$ cat src/rtl/tac_signed_array.sv
`default_nettype none
// ============================================================================
//  Module      : tac_signed_array
//  Description : Multi-channel signed temporal accumulator. N_CH channels
//                share one spike line (tac_in) and one input sign (sign_x).
//                Each channel adds +/- its own weight on every spike cycle
//                inside a window of win_len cycles. The result is offered
//                through a valid/ready handshake. On overflow the channel
//                either saturates or wraps, depending on SAT_EN.
//
//  Ports       : clk, rst          clock / synchronous active-high reset
//                start, win_len    open a window of win_len accumulate cycles
//                tac_in, sign_x    shared spike and input sign
//                tac_w, sign_w     per-channel weight magnitude and sign
//                out_ready         downstream accepts the result
//                busy, out_valid   ACCUM / DONE indicators
//                tac_lsb, tac_msb  per-channel split accumulator
//                ovf               sticky per-channel overflow flag
//
//  Revision    : 1.0 - initial release
// ============================================================================
module tac_signed_array #(
   parameter int N_CH     = 4,
   parameter int W_BITS   = 8,
   parameter int LSB_BITS = 12,
   parameter int MSB_BITS = 6,
   parameter int WIN_BITS = 8,
   parameter int SAT_EN   = 1
) (
   input  logic                       clk,
   input  logic                       rst,
   input  logic                       start,
   input  logic [WIN_BITS-1:0]        win_len,
   input  logic                       tac_in,
   input  logic                       sign_x,
   input  logic [N_CH*W_BITS-1:0]     tac_w,
   input  logic [N_CH-1:0]            sign_w,
   input  logic                       out_ready,
   output logic                       busy,
   output logic                       out_valid,
   output logic [N_CH*LSB_BITS-1:0]   tac_lsb,
   output logic [N_CH*MSB_BITS-1:0]   tac_msb,
   output logic [N_CH-1:0]            ovf
);

   // Full accumulator width; MSB and LSB fields are simply the upper and
   // lower parts of one two's-complement value, so carry/borrow between
   // them falls out of a single full-width add.
   localparam int c_TOT = MSB_BITS + LSB_BITS;
   // Working width: wide enough that neither the sign-extended value nor
   // the negated weight can overflow before the range check.
   localparam int c_EXT = ((c_TOT > W_BITS) ? c_TOT : W_BITS) + 2;

   localparam logic signed [c_EXT-1:0] c_MAX =
      {{(c_EXT-c_TOT+1){1'b0}}, {(c_TOT-1){1'b1}}};
   localparam logic signed [c_EXT-1:0] c_MIN =
      {{(c_EXT-c_TOT+1){1'b1}}, {(c_TOT-1){1'b0}}};

   typedef enum logic [1:0] {
      S_IDLE  = 2'd0,
      S_ACCUM = 2'd1,
      S_DONE  = 2'd2
   } state_t;

   state_t              r_state;
   state_t              w_state_nxt;
   logic [WIN_BITS-1:0] r_cnt;
   logic [WIN_BITS-1:0] w_cnt_nxt;
   logic                w_clear;
   logic                w_acc_en;

   // ------------------------------------------------------------------------
   // Window state machine
   // ------------------------------------------------------------------------
   always_ff @(posedge clk) begin
      if (rst) begin
         r_state <= S_IDLE;
         r_cnt   <= '0;
      end else begin
         r_state <= w_state_nxt;
         r_cnt   <= w_cnt_nxt;
      end
   end

   always_comb begin
      w_state_nxt = r_state;
      w_cnt_nxt   = r_cnt;
      w_clear     = 1'b0;
      case (r_state)
         S_IDLE: begin
            if (start) begin
               w_clear     = 1'b1;
               w_cnt_nxt   = win_len;
               w_state_nxt = (win_len == '0) ? S_DONE : S_ACCUM;
            end
         end
         S_ACCUM: begin
            // The edge that takes the counter from 1 to 0 carries the
            // final accumulate, so ACCUM spans exactly win_len cycles.
            w_cnt_nxt = r_cnt - WIN_BITS'(1);
            if (r_cnt <= WIN_BITS'(1)) begin
               w_state_nxt = S_DONE;
            end
         end
         S_DONE: begin
            // start without out_ready is ignored so the result is not lost.
            if (out_ready) begin
               if (start) begin
                  w_clear     = 1'b1;
                  w_cnt_nxt   = win_len;
                  w_state_nxt = (win_len == '0) ? S_DONE : S_ACCUM;
               end else begin
                  w_state_nxt = S_IDLE;
               end
            end
         end
         default: begin
            w_state_nxt = S_IDLE;
            w_cnt_nxt   = '0;
         end
      endcase
   end

   assign w_acc_en  = (r_state == S_ACCUM) && tac_in;
   assign busy      = (r_state == S_ACCUM);
   assign out_valid = (r_state == S_DONE);

   // ------------------------------------------------------------------------
   // Per-channel accumulators
   // ------------------------------------------------------------------------
   for (genvar i = 0; i < N_CH; i++) begin : g_ch
      logic [c_TOT-1:0]        r_acc;
      logic                    r_ovf;
      logic [W_BITS-1:0]       w_w;
      logic signed [c_EXT-1:0] w_v;
      logic signed [c_EXT-1:0] w_mag;
      logic signed [c_EXT-1:0] w_step;
      logic signed [c_EXT-1:0] w_sum;
      logic                    w_hi;
      logic                    w_lo;
      logic [c_TOT-1:0]        w_res;

      assign w_w    = tac_w[i*W_BITS +: W_BITS];
      assign w_v    = {{(c_EXT-c_TOT){r_acc[c_TOT-1]}}, r_acc};
      assign w_mag  = {{(c_EXT-W_BITS){1'b0}}, w_w};
      // Equal signs (XNOR) give a positive step.
      assign w_step = (sign_x == sign_w[i]) ? w_mag : -w_mag;
      assign w_sum  = w_v + w_step;
      assign w_hi   = (w_sum > c_MAX);
      assign w_lo   = (w_sum < c_MIN);

      // Without saturation the low c_TOT bits are the wrapped result.
      always_comb begin
         w_res = w_sum[c_TOT-1:0];
         if (SAT_EN != 0) begin
            if (w_hi) begin
               w_res = c_MAX[c_TOT-1:0];
            end else if (w_lo) begin
               w_res = c_MIN[c_TOT-1:0];
            end
         end
      end

      always_ff @(posedge clk) begin
         if (rst) begin
            r_acc <= '0;
            r_ovf <= 1'b0;
         end else if (w_clear) begin
            r_acc <= '0;
            r_ovf <= 1'b0;
         end else if (w_acc_en) begin
            r_acc <= w_res;
            if (w_hi || w_lo) begin
               r_ovf <= 1'b1;
            end
         end
      end

      assign tac_lsb[i*LSB_BITS +: LSB_BITS] = r_acc[LSB_BITS-1:0];
      assign tac_msb[i*MSB_BITS +: MSB_BITS] = r_acc[c_TOT-1:LSB_BITS];
      assign ovf[i]                          = r_ovf;
   end

endmodule
`default_nettype wire
$ cat config.mk
export PLATFORM = sky130hd
export DESIGN_NAME = tac_signed_array
export DESIGN_NICKNAME = d
export VERILOG_FILES = /design/src/rtl/tac_signed_array.sv
export SDC_FILE = /design/constraint.sdc
export NUM_CORES = 1
export LEC_CHECK = 0
export CAP_MARGIN = 25
export CORE_ASPECT_RATIO = 1.4
export CORE_MARGIN = 1.5
export CORE_UTILIZATION = 45
export CTS_CLUSTER_SIZE = 20
export DETAILED_ROUTE_END_ITERATION = 7
export GPL_ROUTABILITY_DRIVEN = 0
export PLACE_DENSITY = 0.75
export REMOVE_ABC_BUFFERS = 1
export SYNTH_ARGS = -nofsm -noshare
export SYNTH_HDL_FRONTEND = slang
export SYNTH_SLANG_ARGS = --single-unit
$ cat constraint.sdc
create_clock -name clk -period 4.73 [get_ports clk]
set_clock_uncertainty 0.1 [all_clocks]
set_input_delay 0.7095 -clock clk [delete_from_list [all_inputs] [get_ports clk]]
set_output_delay 0.7095 -clock clk [all_outputs]
set_load 0.01 [all_outputs]
Yosys cells after proc, flatten, opt, wreduce, memory -nomap -nowiden
Index checks and enable logic that the tools add are counted.
- register bits: 86
- input port bits: 50
- output and inout port bits: 78
- logic and storage cells: 74
- add/sub/neg operators: 9
- $lt $le $gt $ge: 9
- eq/ne operators: 9
- muxes and demuxes: 24
- reduce and logical (&&, ||, !) cells: 13
- operator list (cell ; count):
    $mux W18 ; 8
    $add A18 B20 Y20 ; 4
    $gt A20 B18 Y1 const B ; 4
    $lt A20 B18 Y1 const B ; 4
    $mux W20 ; 4
    $neg A8 Y20 ; 4
    $pmux W8 S3 ; 1
    $mux W8 ; 2
    $mux W2 ; 5
    $le A8 B1 Y1 const B ; 1
    $logic_not A8 Y1 ; 1
    $reduce_and A2 Y1 ; 4
    $sub A8 B1 Y8 const B ; 1
    $pmux W2 S3 ; 1
    $eq A1 B1 Y1 ; 4
    $logic_or A1 B1 Y1 ; 4
    $ne A2 B2 Y1 const B ; 2
    $reduce_and A3 Y1 ; 1
    $eq A2 B1 Y1 const B ; 1
    $eq A2 B2 Y1 const B ; 1
    $logic_not A2 Y1 ; 1
    $mux W1 ; 2
    $ne A2 B1 Y1 const B ; 1
    $pmux W1 S2 ; 1
    2 further kinds ; 2

Longest topological paths before layout
Gate-level depths: netlist of run 1.
- depth in word-level cells: 6
- depth in mapped cells: 16
- mapped depth without buffers: 15

Least setup slack after synthesis of run 1
No wires, ideal clock.
- path kind: input-to-reg
- start: in sign_x
- end: reg g_ch[1].r_acc[10]
- setup time: 0.119 ns
- data arrival time: 3.981 ns
- data required time: 4.511 ns
- slack: 0.530 ns
- stages: 15
- path buffers: 3
- cells stage by stage: buf_2 -> xnor2_1 -> clkbuf_1 -> nor2_1 -> xor2_1 -> ha_1 -> o21ai_0 -> o21bai_1 -> a211oi_4 -> a211oi_1 -> o311ai_1 -> o21ai_2 -> a21oi_4 -> buf_6 -> a21oi_1
- cells in the longest elaborated chain, start to end: 6
- elaborated cells on any way between the ends: 7
- those cells by class: add/sub: 1; order compare: 2; eq/ne: 1; mux: 3
- ends and longest elaborated chain (item ; line ; source):
    start, declared ; 35 ; input logic sign_x,
    $eq A1 B1 Y1 * ; 147 ; assign w_step = (sign_x == sign_w[i]) ? w_mag : -w_mag;
    $mux W20 * ; 147 ;
    $add A18 B20 Y20 * ; 148 ; assign w_sum = w_v + w_step;
    $lt A20 B18 Y1 ; 150 ; assign w_lo = (w_sum < c_MIN);
    $mux W18 ; 158 ; end else if (w_lo) begin
    $mux W18 * ; 156 ; if (w_hi) begin
    end signal, assigned ; 172 ; r_acc <= w_res;
    end, declared ; 132 ; logic [c_TOT-1:0] r_acc;
Every way passes the cells marked *; elsewhere a longest branch is shown, timed or not.
A chain may end at the register's enable or synchronous reset.

Worst setup path after layout of run 1
- start: in sign_x
- end: reg g_ch[1].r_acc[13]
The elaborated chain is that of the path after synthesis.

==> results of run 1 <==
## worst max-delay path: stages
cell	delay, ns
clkdlybuf4s50_1	0.52
xnor2_1	0.47
mux2_2	0.42
ha_1	0.31
a211oi_2	0.28
o21bai_1	0.18
a211oi_4	0.35
a211oi_1	0.16
o311ai_1	0.54
o21ai_2	0.18
a21oi_4	0.20
buf_12	0.18
o22ai_1	0.10
## area by class of cell
| type | count | area, um2 |
|---|---|---|
| Clock buffer | 15 | 258 |
| Clock inverter | 1 | 5.00 |
| Fill cell | 1712 | 7970 |
| Inverter | 48 | 180 |
| Multi-Input combinational cell | 930 | 6350 |
| Sequential cell | 86 | 1720 |
| Tap cell | 244 | 305 |
| Timing Repair Buffer | 174 | 1660 |
## registers in the layout, indices dropped and copies added (netlist names)
register	flops
r_state	2
g_ch.r_acc	72
r_cnt	8
g_ch.r_ovf	4
## repair_timing
| action | in CTS | in global routing |
|---|---|---|
| hold buffers | 0 | 0 |
| gates resized for setup | 0 | 1 |
| endpoints found under the hold margin | 0 | 0 |
| setup endpoints to repair | 0 | 2 |
## worst paths after layout
check / from / depth (start not counted) / to
max: sign_x / 13 / g_ch[1].r_acc[13]
min: g_ch[0].r_ovf / 2 / g_ch[0].r_ovf
max reg2reg: g_ch[0].r_acc[0] / 11 / g_ch[0].r_acc[11]
min reg2reg: g_ch[0].r_ovf / 2 / g_ch[0].r_ovf
## power by group through the flow
| stage | Combinational (W) | Sequential [W] | Clock, W |
|---|---|---|---|
| finish | 0.00180 | 0.000896 | 0.000690 |
| global route | 0.00199 | 0.000908 | 0.000722 |
| CTS | 0.00178 | 0.000896 | 0.000708 |
| detailed placement | 0.00177 | 0.000911 | 0 |
| global placement | 0.00175 | 0.000909 | 0 |
| floorplan | 0.00116 | 0.000921 | 0 |
## cells by family (layout without fill, tap and decap cells)
kind of cell	count (synthesis)	count (layout)	share of synthesized area [%]
AND/OR/NAND/NOR	317	317	18.9
buffers and inverters	90	238	4.45
multiplexers	8	8	1.04
XOR/XNOR	81	81	8.59
adder cells (fa/ha/maj)	90	90	13.7
AO/OA/AOI/OAI	434	434	32.9
flip-flops	86	86	20.4
## Yosys cell counts (all sizes together) (22+ instances only)
cell type and n:
xor2 31, nor3 36, a31oi 24, nand2b 28, ha 86, o22ai 30
a21o 28, nor2 78, dfxtp 86, clkbuf 30, nand2 82, a21oi 124
o21ai 113, inv 48, xnor2 50, nand3 22
## per-stage QoR
| step | TNS, ns | cells | hold WS, ns | instance area [um2] |
|---|---|---|---|---|
| 3_3_place_gp | 0 | 1482 | 0.335 | 10200 |
| 5_1_grt | 0 | 1498 | 0.411 | 10500 |
| 6_report | 0 | 1498 | 0.357 | 10500 |
| 4_1_cts | 0 | 1498 | 0.358 | 10500 |
| 2_1_floorplan | 0 | 1064 | 0.366 | 8240 |
| 3_5_place_dp | -0.116 | 1482 | 0.348 | 10200 |
## metal layers
layer  part of all wire, %  vias up  GRT usage, %  wire length (um)
li1                      -     4415             -                 -
met3                   4.6       56          3.87              1110
met1                    41     4167          26.7              9870
met5                     0        -             0                 0
met4                   2.7        0          9.97               654
met2                    52      276          46.7             12700
==> summary.md, run 1 <==
| Metric | Value |
|---|---|
| Worst VDD drop | 0.183 mV |
| Crit path time final | roughly 4.5 ns |
| Total number of vias | between 8000 and 9000 |
| Clk sinks | 86 |
| Most frequent cells in the layout | clkdlybuf4s50_1 (127), a21oi_1 (115), o21ai_0 (109) |
| Chip Height | ~170 um |
| Worst reg2reg setup slack | 1.47 ns |
| Setup crit end kind | register |
| Critical path class | in -> reg |
| Critical Path AT | 4.62 ns |
| Layout Utilization | around 57% |
| Largest net degree at the start of global routing | 47 |
| Sequential fraction of the synthesis area | between 20% and 30% |
| Post-synthesis to final-layout area growth | 24.3% |
| Worst Hold Class | reg -> reg |
| Netlist Area Pre-Place | between 8000 and 9000 um2 |
| Sw frac | roughly two fifths |
| Final setup viols | 0 |
| Top-area cell type share of the netlist area | between 20% and 30% |
| Distinct cells, synth | 81 |
| RSZ-0062 raised after global routing | false |
| Max Root-Sink Buffers | 2 |
| Commonest non-fill, non-tap cell in the layout | clkdlybuf4s50_1 |
| Core area | roughly 18000 um2 |
| Die Wd | between 100 and 150 um |
| Flop pwr share | 26.5% |
| Root Buffer | clkbuf_16 |
| Final hold vios | 0 |
| Clk Latency, worst-skew pair | approximately 0.36 ns |
| Worst setup SP type | input port |
| Die area | ~20000 um2 |
| Clock power share | 20.4% |
| DRC violations left | 0 |
| Status | finished clean |
| CTS buffer count | 9 |
| Rel. slew slack | between 40% and 50% |
| Overflow left after global routing | 0 |
| Final Worst Setup Slack | 0.248 ns |
| Pre-CTS setup slack | -0.0335 ns |
| Critical path required time | between 4 and 5 ns |
| Site row count | 59 |
| Nets | approximately 1400 |
| Pwr dens | around 320 nW/um2 |
| Int Power | between 0.0015 and 0.002 W |
| Post-synthesis async set-or-reset flop share | 0% |
| WL final | approximately 24 mm |
| Number of enable flip-flop cells after synthesis | 0 |
| First-pass DRT Iterations | 7 |
| CP max FO | 16 |
| Gate power share | a little over half |
| Cell taking the most area after synthesis | dfxtp_1 |
| Period utilization | between 90% and 100% |
| DR vias/cell | 5.95 |
| # H-tree levels | 3 |
| Setup Buffers After CTS | 0 |
| Antenna cell count | 0 |
| Max-cap violations | 0 |
| Layout cell share with drive strength beyond 1 | about 8.2% |
| Syn avg cell area | between 7 and 8 um2 |
| Fmax | about 0.22 GHz |
| WL/cell | approximately 16 um |
| Post-Syn Instances | about 1100 |
| Ys Warns | 0 |
| Remaining antenna violation count after routing | 0 |
| Slew Limit Fails | 0 |
| DR iter-0 viols | approximately 500 |
| First-pass GRT wire length | a little under 40 mm |
| Synth Flop Type | dfxtp_1 |
| IO buf count | between 100 and 150 |
| Final Power | 0.00338 W |
| Clock transition at path regs | about 0.060 ns |
| Tot GR Track Use | about a quarter |
| CTS tree | yes |
| Pleak | 4.39 nW |
| Net switching power | ~0.0014 W |
| Initial Util | about 46% |
| Hpwl dp | 18.2 mm |
| Initial antenna violation count | 0 |
| Largest cells by area after synthesis | dfxtp_1 (20%), ha_1 (13%), a21oi_1 (6.8%), o21ai_0 (6.5%), xnor2_1 (5.1%) |
| Synth Register Bits | 86 |
| Vias in the first global route | ~8400 |
| # IOs | 128 |
| Worst-margin pin slew | 0.883 ns |
Power figures use the tool's default switching activity.
==> inputs of run 2 (changes only) <==
- CORE_UTILIZATION: 45 -> 56
- PLACE_DENSITY: 0.75 -> 0.89
==> summary.md, run 2 (synthesized netlist as in run 1, its figures left out) <==
| Metric | Value |
|---|---|
| Clk sinks | 86 |
| CTS buffer count | 9 |
| RSZ-0062 raised after global routing | false |
| Hpwl dp | approximately 18 mm |
| CTS tree | yes |
| Fmax | 0.224 GHz |
| Post-synthesis to final-layout area growth | 23.8% |
| Critical Path AT | ~4.6 ns |
| Initial Util | approximately 58% |
| Chip Height | about 150 um |
| Pwr dens | ~330 nW/um2 |
| Final Power | between 0.003 and 0.004 W |
| # H-tree levels | 3 |
| Critical path's largest stage delay | 0.51 ns |
| First-pass DRT Iterations | 5 |
| Final Worst Setup Slack | between 0.2 and 0.3 ns |
| Rel. slew slack | between 40% and 50% |
| Critical path class | in -> reg |
| WL/cell | ~17 um |
| Setup crit end kind | register |
| Hold_buf cts | 0 |
| Worst reg2reg setup slack | roughly 1.5 ns |
| IO buf count | ~130 |
| Vias in the first global route | 8777 |
| Critical path's slowest cell | clkdlybuf4s50_1 |
| Max-cap violations | 0 |
| Site row count | between 50 and 60 |
| Max FFs per register | 72 |
| Die area | ~16000 um2 |
| Worst Hold Class | reg -> reg |
| Pleak | between 4 and 5 nW |
| Worst-margin pin slew | 0.796 ns |
| Overflow left after global routing | 0 |
| Initial antenna violation count | 0 |
| Worst setup SP type | input port |
| PostCTS Resize Cnt | 0 |
| Final hold vios | 0 |
| Clk Latency, worst-skew pair | 0.36 ns |
| Clock transition at path regs | around 0.06 ns |
| Slew Limit Fails | 0 |
| Biggest register | g_ch.r_acc |
| Layout Utilization | 71.7% |
| DRC violations left | 0 |
| Tot GR Track Use | roughly 31% |
| Finished Layout Cells | about 1400 |
| Antenna cell count | 0 |
| Remaining antenna violation count after routing | 0 |
| Buf+Inv Stages, Crit Path | 3 |
| Largest net degree at the start of global routing | 43 |
| DR iter-0 viols | around 450 |
| Crit path time final | about 4.5 ns |
| Root Buffer | clkbuf_16 |
| Setup TNS Final | 0 ns |
| Total number of vias | a little over 9000 |
| DR vias/cell | ~6.3 |
| Layout cell share with drive strength beyond 1 | under 10% |
| Worst VDD drop | ~0.25 mV |
| Crit path max-delay family | compound AO/OA/AOI/OAI gates |
| Crit path cell chain | clkdlybuf4s50_1, xnor2_1, buf_4, nor2_1, xor2_1, ha_1, o21ai_0, o21bai_1, a211oi_4, a211oi_1, o311ai_2, o21ai_2, a21oi_4, buf_12, o22ai_1 |
| CP max FO | 11 |
| Status | finished clean |
| Final setup viols | 0 |
| Largest regs | g_ch.r_acc x72, r_cnt x8, g_ch.r_ovf x4 |
| Most frequent cells in the layout | clkdlybuf4s50_1 (127), a21oi_1 (115), o21ai_0 (109) |
| Commonest non-fill, non-tap cell in the layout | clkdlybuf4s50_1 |
| Placed Cells | ~1400 |
| # IOs | between 100 and 150 |
| Period utilization | between 90 and 100% |
| Pre-CTS setup slack | -0.172 ns |
| Max Root-Sink Buffers | 2 |
| Core area | between 10000 and 15000 um2 |
| Setup Buffers After CTS | 0 |
| First-pass GRT wire length | ~40 mm |
| WL final | between 20 and 25 mm |
| Die Wd | between 100 and 150 um |
| Nets | 1385 |
| Critical path required time | roughly 4.9 ns |
## run 2: cell count changes in the layout (fill, tap and decap cells not counted), sizes merged
cell	delta
buf	-4
clkbuf	-3
clkinv	+1
bufinv	+1
## run 2: cell type report
cell class	count	area [um2]
multi-input combinational	930	6370
fill	1161	4130
clock inverter	3	43.8
clock buffer	12	256
tap	189	236
inverter	48	180
timing repair buffer	170	1630
sequential	86	1720
## run 2: stage by stage
| stage | hold WS [ns] | cell area (um2) |
|---|---|---|
| final | 0.354 | 10400 |
| after global routing | 0.388 | 10400 |
| after CTS | 0.353 | 10400 |
| after detailed placement | 0.335 | 10100 |
| after global placement | 0.334 | 10100 |
| after floorplan | 0.366 | 8240 |
## run 2: worst reg2reg max path: cells and delay by family, from the launching register on
family,cells,cell delay (ns)
buf+inv,1,0.18
simple gates,1,0.13
compound gates,7,1.67
fa+ha+maj,2,0.67
flops,1,0.33
## run 2: path summary, 6_finish.rpt
| kind | to | start | cells after the start |
|---|---|---|---|
| setup reg to reg | g_ch[0].r_acc[0] | g_ch[0].r_acc[0] | 11 |
| setup / recovery | g_ch[1].r_acc[13] | sign_x | 15 |
| hold reg to reg | g_ch[0].r_ovf | g_ch[0].r_ovf | 2 |
| hold / removal | g_ch[0].r_ovf | g_ch[0].r_ovf | 2 |
## run 2: metal layers
layer	GRT usage, %	vias to the layer above	part of all wire, %
met5	0	-	0
met4	15.3	0	4.4
met3	5.39	99	4.5
met2	56.1	287	51
met1	33.8	4259	40
li1	-	4414	-
## run 2: power breakdown
part	switching, W	internal [W]	total (W)
Sequential	0.0000892	0.000809	0.000899
Combinational	0.00102	0.000785	0.00180
Clock	0.000309	0.000436	0.000745
==> inputs of run 3 (changes only) <==
- ABC_AREA: unset -> 1
- CORE_ASPECT_RATIO: 1.4 -> unset
- CORE_UTILIZATION: 56 -> 60
- DONT_BUFFER_PORTS: unset -> 1
- PLACE_DENSITY: 0.89 -> 0.83
==> summary.md, run 3 <==
| Metric | Value |
|---|---|
| Final hold vios | 0 |
| Antenna cell count | 0 |
| Slew Limit Fails | 0 |
| Worst Hold Class | in -> reg |
| Syn avg cell area | a little over 6 um2 |
| Fmax | roughly 0.26 GHz |
| Final setup viols | 0 |
| Largest regs | g_ch.r_acc x72, r_cnt x8, g_ch.r_ovf x4 |
| Total number of vias | 9070 |
| CTS tree | yes |
| Die area | around 16000 um2 |
| Pleak | 4.91 nW |
| Worst VDD drop | 0.288 mV |
| Biggest register | g_ch.r_acc |
| Post-Syn Instances | approximately 1400 |
| Fill count | 1358 |
| Setup TNS Final | 0 ns |
| First-pass DRT Iterations | 6 |
| Clock transition at path regs | about 0.060 ns |
| Post-synthesis async set-or-reset flop share | 0% |
| Status | finished clean |
| Initial antenna violation count | 0 |
| DRC violations left | 0 |
| GRT met2 Usage | roughly 49% |
| Cell taking the most area after synthesis | dfxtp_1 |
| Top-area cell type share of the netlist area | 19.3% |
| DR vias/cell | ~5.6 |
| GR peak layer | met2 |
| Max Root-Sink Buffers | 2 |
| Die Wd | about 120 um |
| Root Buffer | clkbuf_16 |
| Clk sinks | 86 |
| Hold_buf cts | 0 |
| Netlist Area Pre-Place | ~9000 um2 |
| Hpwl dp | between 15 and 20 mm |
| # H-tree levels | 3 |
| Post-synthesis to final-layout area growth | 4.42% |
| Layout cell share with drive strength beyond 1 | under 10% |
| WL/cell | ~14 um |
| Remaining antenna violation count after routing | 0 |
| Worst-margin pin slew | ~0.81 ns |
| CP max FO | 15 |
| DR iter-0 viols | 643 |
| Synth Register Bits | 86 |
| Layout Utilization | roughly 64% |
| Core area | between 10000 and 15000 um2 |
| Overflow left after global routing | 0 |
| RSZ-0062 raised after global routing | false |
| Sequential fraction of the synthesis area | approximately a fifth |
| Critical path required time | 4.84 ns |
| Final Power | 0.00423 W |
| Pwr dens | ~450 nW/um2 |
| Largest net degree at the start of global routing | 66 |
| Clk Latency, worst-skew pair | around 0.35 ns |
| PostCTS Resize Cnt | 0 |
| Site row count | between 40 and 50 |
| Most common cell in the synthesized netlist | nand2_1 |
| # IOs | 128 |
| Largest cells by area after synthesis | dfxtp_1 (19%), nand2_1 (17%), ha_1 (12%), a21oi_1 (7.9%), inv_1 (7.1%) |
| Max FFs per register | around 70 |
| Tot GR Track Use | a little under 30% |
| Hold Slack | ~0.33 ns |
| Ys Warns | 0 |
| Vias in the first global route | between 8000 and 9000 |
| Period utilization | 80.7% |
| CTS buffer count | 9 |
| Setup crit end kind | register |
| Max-cap violations | 0 |
| IO buf count | 0 |
| Critical Path AT | 3.92 ns |
| Rel. slew slack | 45.9% |
| Worst setup SP type | input port |
| Synth Flop Type | dfxtp_1 |
| Met1 usage | roughly two fifths |
| WL final | 23.1 mm |
| Number of enable flip-flop cells after synthesis | 0 |
| Setup Buffers After CTS | 0 |
| Chip Height | between 100 and 150 um |
| Most frequent cells in the layout | nand2_1 (413), inv_1 (168), a21oi_1 (140) |
| Initial Util | approximately three fifths |
| Nets | roughly 1600 |
| Met3 Resource Use GR | under 10% |
| Crit path time final | between 3 and 4 ns |
| Commonest non-fill, non-tap cell in the layout | nand2_1 |
| First-pass GRT wire length | around 38 mm |
| Distinct cells, synth | 35 |
| Critical path class | in -> reg |
| Post-synth top cells | nand2_1 (413), inv_1 (169), a21oi_1 (140) |
run 3: cell count changes after synthesis, moves of 20 or more:
cell / previous run / this run
nand2b_1: 28 / 0
inv_1: 48 / 169
a21o_1: 28 / 1
nand2_1: 82 / 413
nand3_1: 22 / 90
o22ai_1: 29 / 0
xor2_1: 30 / 56
a21oi_1: 115 / 140
nor3_1: 32 / 9
xnor2_1: 49 / 19
nor2_1: 78 / 98
run 3: stage by stage:
step	instances	worst slack [ns]	instance area, um2
finish	1606	0.912	9310
global route	1606	0.522	9310
CTS	1605	0.947	9290
detailed placement	1589	0.592	8980
global placement	1589	0.687	8980
floorplan	1403	0.958	8720
run 3: critical path, stage by stage:
cell and delay, ns:
or2_0 0.08, and2_1 0.45, inv_1 0.23, o21ai_0 0.41
ha_1 0.27, nand2_1 0.14, nor2_1 0.18, nand3_1 0.09
nand3_1 0.21, nand2_1 0.14, nand2_1 0.11, nand2_1 0.07
nand2_1 0.06, nand2_1 0.10, a21oi_4 0.52, a21oi_1 0.14
run 3: worst paths after layout:
| path | slack [ns] | depth (start not counted) | from | end |
|---|---|---|---|---|
| worst max-delay path | 0.91 | 16 | sign_x | g_ch[1].r_acc[3] |
| worst min-delay path | 0.33 | 1 | rst | r_state[1] |
| worst max register to register | 1.96 | 10 | g_ch[0].r_acc[0] | g_ch[0].r_acc[4] |
| worst min register to register | 0.41 | 2 | r_cnt[1] | r_cnt[1] |
run 3: kinds of logic (layout without fill, tap and decap cells):
| family | count (synthesis) | after routing | share of synthesized area (%) |
|---|---|---|---|
| compound gates | 305 | 305 | 19.1 |
| fa+ha+maj | 90 | 90 | 13.0 |
| flops | 86 | 86 | 19.3 |
| simple gates | 668 | 668 | 31.5 |
| xor+xnor | 75 | 75 | 7.37 |
| buf+inv | 211 | 198 | 9.66 |
run 3: final cells by class:
cell class / count / area, um2 / area share (%)
multi-input combinational: 1138 / 6340 / 68.2
inverter: 179 / 672 / 7.22
clock inverter: 3 / 42.5 / 0.457
sequential: 86 / 1720 / 18.5
timing repair buffer: 3 / 35.0 / 0.376
clock buffer: 13 / 260 / 2.80
tap: 184 / 230 / 2.47
run 3: power breakdown:
group / internal (W) / switching, W
clock: 0.000439 / 0.000318
sequential: 0.000864 / 0.000198
combinational: 0.000797 / 0.00161
run 3: per-layer routing:
metal | share of wire [%] | vias up
met5 | 0 | -
met4 | 2.0 | 0
met3 | 6.6 | 31
met2 | 46 | 296
met1 | 46 | 4074
li1 | - | 4669
